===== src/rtl/espiro_pkg.sv =====
// Shared definitions for the spirometry test controller: FSM states, severity
// class codes, classification thresholds and divider widths.
package espiro_pkg;

    typedef enum logic [2:0] {
        ST_IDLE    = 3'd0,
        ST_LOOKUP  = 3'd1,
        ST_CAPTURE = 3'd2,
        ST_ACQ     = 3'd3,
        ST_DIVIDE  = 3'd4,
        ST_DONE    = 3'd5
    } state_e;

    localparam logic [1:0] CLS_NORMAL   = 2'd0;
    localparam logic [1:0] CLS_MODERATE = 2'd1;
    localparam logic [1:0] CLS_SEVERE   = 2'd2;
    localparam logic [1:0] CLS_INVALID  = 2'd3;

    localparam int PCT_W      = 8;
    localparam int DIVIDEND_W = 19;
    localparam int DIVISOR_W  = 10;
    localparam int PCT_SCALE  = 100;

    localparam logic [PCT_W-1:0] THR_NORMAL   = 8'd80;
    localparam logic [PCT_W-1:0] THR_MODERATE = 8'd60;

    function automatic logic [1:0] clase_of(input logic [PCT_W-1:0] pct);
        if (pct >= THR_NORMAL) begin
            return CLS_NORMAL;
        end else if (pct >= THR_MODERATE) begin
            return CLS_MODERATE;
        end
        return CLS_SEVERE;
    endfunction

endpackage


===== src/rtl/espiro_div_seq.sv =====
// Sequential restoring divider, one quotient bit per cycle, with the quotient
// saturated to the percentage width. start_i restarts it even when busy.
module espiro_div_seq
    import espiro_pkg::*;
(
    input  logic                  iClk,
    input  logic                  iReset_n,
    input  logic                  start_i,
    input  logic [DIVIDEND_W-1:0] dividend_i,
    input  logic [DIVISOR_W-1:0]  divisor_i,
    output logic                  busy_o,
    output logic                  done_o,
    output logic [PCT_W-1:0]      quot_o
);

    localparam int CNT_W = $clog2(DIVIDEND_W);

    logic [DIVISOR_W-1:0]  rem_q, rem_d;
    logic [DIVIDEND_W-1:0] dvd_q, dvd_d;
    logic [DIVISOR_W-1:0]  dsr_q, dsr_d;
    logic [CNT_W-1:0]      cnt_q, cnt_d;
    logic                  busy_q, busy_d;
    logic                  done_q, done_d;
    logic [PCT_W-1:0]      quot_q, quot_d;

    logic [DIVISOR_W:0]    rem_sh;
    logic [DIVISOR_W:0]    rem_diff;
    logic                  qbit;

    function automatic logic [PCT_W-1:0] sat_quot(input logic [DIVIDEND_W-1:0] q);
        if (|q[DIVIDEND_W-1:PCT_W]) begin
            return '1;
        end
        return q[PCT_W-1:0];
    endfunction

    always_comb begin
        rem_d    = rem_q;
        dvd_d    = dvd_q;
        dsr_d    = dsr_q;
        cnt_d    = cnt_q;
        busy_d   = busy_q;
        done_d   = 1'b0;
        quot_d   = quot_q;
        qbit     = 1'b0;
        // Dividend bits are shifted out at the top while quotient bits fill the bottom.
        rem_sh   = {rem_q, dvd_q[DIVIDEND_W-1]};
        rem_diff = rem_sh - {1'b0, dsr_q};

        if (start_i) begin
            rem_d  = '0;
            dvd_d  = dividend_i;
            dsr_d  = divisor_i;
            cnt_d  = '0;
            busy_d = 1'b1;
        end else if (busy_q) begin
            if (rem_sh >= {1'b0, dsr_q}) begin
                rem_d = rem_diff[DIVISOR_W-1:0];
                qbit  = 1'b1;
            end else begin
                rem_d = rem_sh[DIVISOR_W-1:0];
            end
            dvd_d = {dvd_q[DIVIDEND_W-2:0], qbit};
            cnt_d = cnt_q + 1'b1;
            if (cnt_q == CNT_W'(DIVIDEND_W - 1)) begin
                busy_d = 1'b0;
                done_d = 1'b1;
                quot_d = sat_quot(dvd_d);
            end
        end
    end

    always_ff @(posedge iClk or negedge iReset_n) begin
        if (!iReset_n) begin
            rem_q  <= '0;
            dvd_q  <= '0;
            dsr_q  <= '0;
            cnt_q  <= '0;
            busy_q <= 1'b0;
            done_q <= 1'b0;
            quot_q <= '0;
        end else begin
            rem_q  <= rem_d;
            dvd_q  <= dvd_d;
            dsr_q  <= dsr_d;
            cnt_q  <= cnt_d;
            busy_q <= busy_d;
            done_q <= done_d;
            quot_q <= quot_d;
        end
    end

    assign busy_o = busy_q;
    assign done_o = done_q;
    assign quot_o = quot_q;

endmodule


===== src/rtl/espiro_test_ctrl.sv =====
// Spirometry test sequencer: age latch, CVP lookup handshake, flow integration,
// end-of-exhalation detection and %-of-predicted classification.
// Optional peak-flow tracking is enabled by defining ESPIRO_PEAK_FLOW_EN.
module espiro_test_ctrl
    import espiro_pkg::*;
#(
    parameter int END_ZERO = 8,
    parameter int MAX_SAMP = 600,
    parameter int VOL_W    = 12
) (
    input  logic                 iClk,
    input  logic                 iReset_n,
    input  logic                 iStart,
    input  logic                 iAbort,
    input  logic [7:0]           ivEdad,
    input  logic                 iSampleValid,
    input  logic [7:0]           ivFlow,
    output logic [7:0]           ovEdad,
    output logic                 oCVP_CE,
    input  logic [9:0]           ivCVP,
    output logic [VOL_W-1:0]     ovVolumen,
    output logic [PCT_W-1:0]     ovPorcentaje,
    output logic [1:0]           ovClase,
    output logic [7:0]           ovPicoFlujo,
    output logic                 oBusy,
    output logic                 oDone
);

    localparam int SW = $clog2(MAX_SAMP + 1);
    localparam int ZW = $clog2(END_ZERO + 1);

    state_e               state_q, state_d;
    logic [7:0]           edad_q, edad_d;
    logic [DIVISOR_W-1:0] cvp_q, cvp_d;
    logic [VOL_W-1:0]     vol_q, vol_d;
    logic [SW-1:0]        samp_q, samp_d;
    logic [ZW-1:0]        zero_q, zero_d;
    logic                 seen_q, seen_d;
    logic [PCT_W-1:0]     pct_q, pct_d;
    logic [1:0]           clase_q, clase_d;
    logic                 div_started_q, div_started_d;

    logic                  start_acc;
    logic                  abort_acc;
    logic                  div_start;
    logic                  div_busy;
    logic                  div_done;
    logic [PCT_W-1:0]      div_quot;
    logic [DIVIDEND_W-1:0] dividend;

    function automatic logic [VOL_W-1:0] sat_add(input logic [VOL_W-1:0] a,
                                                 input logic [7:0]       b);
        logic [VOL_W:0] s;
        s = {1'b0, a} + (VOL_W + 1)'(b);
        if (s[VOL_W]) begin
            return '1;
        end
        return s[VOL_W-1:0];
    endfunction

    assign start_acc = (state_q == ST_IDLE) && iStart && !iAbort;
    assign abort_acc = (state_q != ST_IDLE) && iAbort;
    assign dividend  = DIVIDEND_W'(vol_q) * DIVIDEND_W'(PCT_SCALE);

    espiro_div_seq u_div (
        .iClk       (iClk),
        .iReset_n   (iReset_n),
        .start_i    (div_start),
        .dividend_i (dividend),
        .divisor_i  (cvp_q),
        .busy_o     (div_busy),
        .done_o     (div_done),
        .quot_o     (div_quot)
    );

    always_comb begin
        state_d       = state_q;
        edad_d        = edad_q;
        cvp_d         = cvp_q;
        vol_d         = vol_q;
        samp_d        = samp_q;
        zero_d        = zero_q;
        seen_d        = seen_q;
        pct_d         = pct_q;
        clase_d       = clase_q;
        div_started_d = div_started_q;
        div_start     = 1'b0;

        case (state_q)
            ST_IDLE: begin
                if (start_acc) begin
                    edad_d        = ivEdad;
                    vol_d         = '0;
                    samp_d        = '0;
                    zero_d        = '0;
                    seen_d        = 1'b0;
                    pct_d         = '0;
                    clase_d       = CLS_NORMAL;
                    div_started_d = 1'b0;
                    state_d       = ST_LOOKUP;
                end
            end
            ST_LOOKUP: begin
                state_d = ST_CAPTURE;
            end
            ST_CAPTURE: begin
                cvp_d   = ivCVP;
                state_d = ST_ACQ;
            end
            ST_ACQ: begin
                if (iSampleValid) begin
                    vol_d  = sat_add(vol_q, ivFlow);
                    samp_d = samp_q + 1'b1;
                    if (ivFlow != 8'd0) begin
                        seen_d = 1'b1;
                        zero_d = '0;
                    end else if (seen_q) begin
                        zero_d = zero_q + 1'b1;
                    end
                    // Timeout and end-of-exhalation on the same sample both land in DIVIDE.
                    if ((zero_d == ZW'(END_ZERO)) || (samp_d == SW'(MAX_SAMP))) begin
                        state_d = ST_DIVIDE;
                    end
                end
            end
            ST_DIVIDE: begin
                if (!seen_q || (cvp_q == '0)) begin
                    pct_d   = '0;
                    clase_d = CLS_INVALID;
                    state_d = ST_DONE;
                end else if (!div_started_q) begin
                    div_start     = 1'b1;
                    div_started_d = 1'b1;
                end else if (div_done && !div_busy) begin
                    pct_d   = div_quot;
                    clase_d = clase_of(div_quot);
                    state_d = ST_DONE;
                end
            end
            ST_DONE: begin
                state_d = ST_IDLE;
            end
            default: begin
                state_d = ST_IDLE;
            end
        endcase

        if (abort_acc) begin
            state_d = ST_IDLE;
            vol_d   = '0;
            pct_d   = '0;
            clase_d = CLS_NORMAL;
        end
    end

    always_ff @(posedge iClk or negedge iReset_n) begin
        if (!iReset_n) begin
            state_q       <= ST_IDLE;
            edad_q        <= '0;
            cvp_q         <= '0;
            vol_q         <= '0;
            samp_q        <= '0;
            zero_q        <= '0;
            seen_q        <= 1'b0;
            pct_q         <= '0;
            clase_q       <= '0;
            div_started_q <= 1'b0;
        end else begin
            state_q       <= state_d;
            edad_q        <= edad_d;
            cvp_q         <= cvp_d;
            vol_q         <= vol_d;
            samp_q        <= samp_d;
            zero_q        <= zero_d;
            seen_q        <= seen_d;
            pct_q         <= pct_d;
            clase_q       <= clase_d;
            div_started_q <= div_started_d;
        end
    end

`ifdef ESPIRO_PEAK_FLOW_EN
    logic [7:0] peak_q;

    always_ff @(posedge iClk or negedge iReset_n) begin
        if (!iReset_n) begin
            peak_q <= '0;
        end else if (start_acc || abort_acc) begin
            peak_q <= '0;
        end else if ((state_q == ST_ACQ) && iSampleValid && (ivFlow > peak_q)) begin
            peak_q <= ivFlow;
        end
    end

    assign ovPicoFlujo = peak_q;
`else
    assign ovPicoFlujo = '0;
`endif

    assign ovEdad       = edad_q;
    assign oCVP_CE      = (state_q == ST_LOOKUP);
    assign ovVolumen    = vol_q;
    assign ovPorcentaje = pct_q;
    assign ovClase      = clase_q;
    assign oBusy        = (state_q != ST_IDLE);
    assign oDone        = (state_q == ST_DONE);

endmodule


===== config.mk =====
export PLATFORM = sky130hd
export DESIGN_NAME = espiro_test_ctrl
export DESIGN_NICKNAME = d
export VERILOG_FILES = /design/src/rtl/espiro_pkg.sv /design/src/rtl/espiro_div_seq.sv /design/src/rtl/espiro_test_ctrl.sv
export SDC_FILE = /design/constraint.sdc
export NUM_CORES = 1
export LEC_CHECK = 0
export ABC_AREA = 0
export CORE_UTILIZATION = 55
export CTS_BUF_LIST = sky130_fd_sc_hd__clkbuf_4 sky130_fd_sc_hd__clkbuf_8
export DETAILED_ROUTE_END_ITERATION = 8
export GPL_TIMING_DRIVEN = 1
export HOLD_SLACK_MARGIN = 0.12
export PLACE_DENSITY = 0.77
export SYNTH_ARGS = -nofsm -noshare
export SYNTH_HDL_FRONTEND = slang
export SYNTH_SLANG_ARGS = --single-unit

===== constraint.sdc =====
create_clock -name iClk -period 4.2 [get_ports iClk]
set_clock_uncertainty 0.2 [all_clocks]
set_input_delay 1.05 -clock iClk [delete_from_list [all_inputs] [get_ports iClk]]
set_output_delay 1.05 -clock iClk [all_outputs]
set_load 0.02 [all_outputs]

==> impl_metrics.json <==
{
  "status": "complete, no violations",
  "synthAdderAreaFrac_pct": 13.7,
  "grt.overflow.total": 0,
  "start_util_pct": 56.5,
  "die_h_um": 116,
  "cts.htree.levels": 4,
  "synthArstFlopShare_pct": 100,
  "die_area_um2": 13400,
  "tritoncts": "yes",
  "fin_crit_ns": 3.78,
  "final_common_cell": "dfrtp_1",
  "reg2reg_from": "ovVolumen[1]$_DFFE_PN0P_",
  "final_cell_mix": "dfrtp_1, nand2_1, o21ai_0",
  "synth.area.top_cells": "dfrtp_1, ha_1, o21ai_0",
  "drt_wl_total_um": 15500,
  "antenna_found_initial": 0,
  "cp_data_required_time_ns": 4.28,
  "finalSetupViolations": 0,
  "path_clk_slew_ns": 0.07,
  "syn_inst": 762,
  "timing.hold.ws_ns": 0.291,
  "viasPerCell": 5.72,
  "min_to": "ovPorcentaje[2]$_DFFE_PN0P_",
  "cp-start-kind": "flip-flop",
  "final_antenna_net_count": 0,
  "cp-end-kind": "flip-flop",
  "worstHoldPathType": "flip-flop to flip-flop",
  "nets": 923,
  "ys_ff_latch": 113,
  "post_cts_resized": 0,
  "crit_fanout": 7,
  "wl_per_cell_um": 15.5,
  "startpoint": "ovVolumen[1]$_DFFE_PN0P_",
  "tightest_slew_ns": 1.02,
  "dp.cells": 973,
  "multi_input_area_um2": 3990,
  "synth-xor-area-share_pct": 3.44,
  "first_global_vias": 5689,
  "avgSynthCellArea_um2": 9.36,
  "seqCellArea_um2": 2830,
  "rsz0062_at_grt": "no",
  "synth_edf_count": 0,
  "dp_hpwl_um": 11300,
  "detailroute.via_count": 5748,
  "post_cts_buffers": 0,
  "grt_max_degree": 76,
  "finalSetupTns_ns": 0,
  "ir_worst_vdd_mv": 0.259,
  "synth_cell_types": 65,
  "nFillCells": 1052,
  "row_count": 41,
  "synth_top_area_cell": "dfrtp_1",
  "drive_gt1_share_pct": 8.16,
  "drc_errors": 0,
  "synth_warnings": 0,
  "cap_violations": 0,
  "regToRegSetupSlack_ns": 0.42,
  "cts_buffers": 17,
  "n_antenna_cell": 0,
  "syn2layout_area_growth_pct": 16.1,
  "synth_area_um2": 7140,
  "gp_congestion": 0.914,
  "core_um2": 12600,
  "yosys.area_share.simple_pct": 15.3,
  "ys.flop_type": "dfrtp_1",
  "layout.cells.non_filler": 1005,
  "grt_pass1_wl_um": 26000,
  "arrival_ns": 3.85,
  "insertion_delay_ns": 0.44,
  "path_class": "flip-flop to flip-flop",
  "hold_buffers": 0,
  "track_usage_pct": 24.7,
  "cts.sinks": 113,
  "synth_top_family_by_area": "compound AO/OA/AOI/OAI gates",
  "cts.path.max_buffers": 2,
  "hold_violations": 0,
  "r2r_cells": 10,
  "drt_iter0_drc": 356,
  "slew_headroom_pct": 31.5,
  "cellLeakagePower_nw": 3.82,
  "synth_top_area_share_pct": 39.6,
  "timing.rr.end": "u_div.dvd_q[18]$_DFFE_PN0P_",
  "synth-seq-area-share_pct": 39.6,
  "io_buffers": 63,
  "synth_compound_area_share_pct": 16.8,
  "die_w_um": 116,
  "final_max_slew_viol_count": 0,
  "whs_path_depth": 2,
  "muxShareOfSynthArea_pct": 6.10,
  "power_density_nw_per_um2": 626,
  "clock-root-buffer": "clkbuf_8",
  "pin_count": 72,
  "fin_crit_sh_pct": 89.9,
  "first_pass_iters": 5,
  "hold_start": "ovPorcentaje[2]$_DFFE_PN0P_",
  "fmax_mhz": 265
}
-- power breakdown --
part | switching, mW | total (mW) | internal, mW
Clock | 0.469 | 0.993 | 0.523
Sequential | 0.316 | 1.74 | 1.42
Combinational | 1.37 | 2.46 | 1.09
Total | 2.16 | 5.19 | 3.03
-- stage by stage --
stage	power (mW)	utilization [%]	cell area, um2	worst slack (ns)
finish	5.19	65.7	8290	0.425
floorplan	3.52	-	7160	0.710
CTS	5.20	65.7	8290	0.385
detailed placement	4.18	62.6	7900	0.396
global route	5.58	65.7	8290	0.147
global placement	4.08	62.6	7900	0.496
-- synth_stat cells, types with 2 or more instances --
cell	count
o21ai_0	78
a211o_1	4
or3_1	5
o31ai_1	4
buf_1	3
o41ai_1	2
nor2b_1	6
buf_4	8
nor2_1	66
nand2_1	78
nor3b_1	4
dfrtp_1	113
o21bai_1	4
inv_1	44
a2111oi_0	3
or4_1	2
a21oi_1	38
nor4_1	4
a31oi_1	10
nand3_1	18
a211oi_1	11
nor3_1	14
ha_1	63
clkbuf_1	25
and3b_1	2
nand3b_1	3
o211ai_1	7
fa_1	9
buf_2	2
mux2_2	20
and3_1	3
xnor2_1	15
o21a_1	9
mux2i_1	21
nand2b_1	2
a21o_1	9
nand4_1	10
xor2_1	13
nand4b_1	4
-- registers in the layout, indices dropped and copies added, names as in the netlist --
signal and cells:
cvp_q 10, div_started_q 1, ovClase 2, ovEdad 8, ovPorcentaje 8, ovVolumen 12
samp_q 10, seen_q 1, state_q 3, u_div.busy_o 1, u_div.cnt_q 5, u_div.done_o 1
u_div.dsr_q 10, u_div.dvd_q 19, u_div.quot_o 8, u_div.rem_q 10, zero_q 4
-- cell families after synthesis --
kind of cell               count (synthesis)
and+or+nand+nor                          229
other                                      1
DFF                                      113
adders and majority gates                 73
AOI/OAI and AO/OA                        193
muxes                                     41
buffers and inverters                     84
xor gates and xnor gates                  28
-- worst max-delay path by stage --
| stage | to | slack, ns |
|---|---|---|
| 6_report | u_div.dvd_q[18]$_DFFE_PN0P_ | 0.42 |
| 5_1_grt | u_div.dvd_q[18]$_DFFE_PN0P_ | 0.15 |
| 4_1_cts | u_div.dvd_q[18]$_DFFE_PN0P_ | 0.39 |
| 3_5_place_dp | u_div.dvd_q[18]$_DFFE_PN0P_ | 0.40 |
| 3_3_place_gp | u_div.dvd_q[18]$_DFFE_PN0P_ | 0.50 |
| 2_1_floorplan | u_div.dvd_q[18]$_DFFE_PN0P_ | 0.71 |
-- routing by layer --
| metal | track usage, % | share of wire [%] |
|---|---|---|
| met1 | 30.4 | 44 |
| met2 | 42.8 | 51 |
| met3 | 5.81 | 4.1 |
| met4 | 7.78 | 1.3 |
| met5 | 0 | 0 |
-- layout make-up --
| cell class | instances | area share (%) |
|---|---|---|
| multi-input combinational | 572 | 48.1 |
| clock inverter | 11 | 1.27 |
| clock buffer | 21 | 3.41 |
| inverter | 45 | 2.04 |
| sequential | 113 | 34.1 |
| tap | 172 | 2.60 |
| timing repair buffer | 71 | 8.46 |
-- worst max-delay path: stages (launching register included) --
cell	delay (ns)
dfrtp_1	0.48
ha_1	0.34
ha_1	0.29
ha_1	0.33
fa_1	0.49
a211oi_1	0.33
o21bai_1	0.15
o41ai_1	0.52
o21ai_0	0.23
xnor2_1	0.17
a21oi_1	0.08
(Power assumes the default switching activity.)
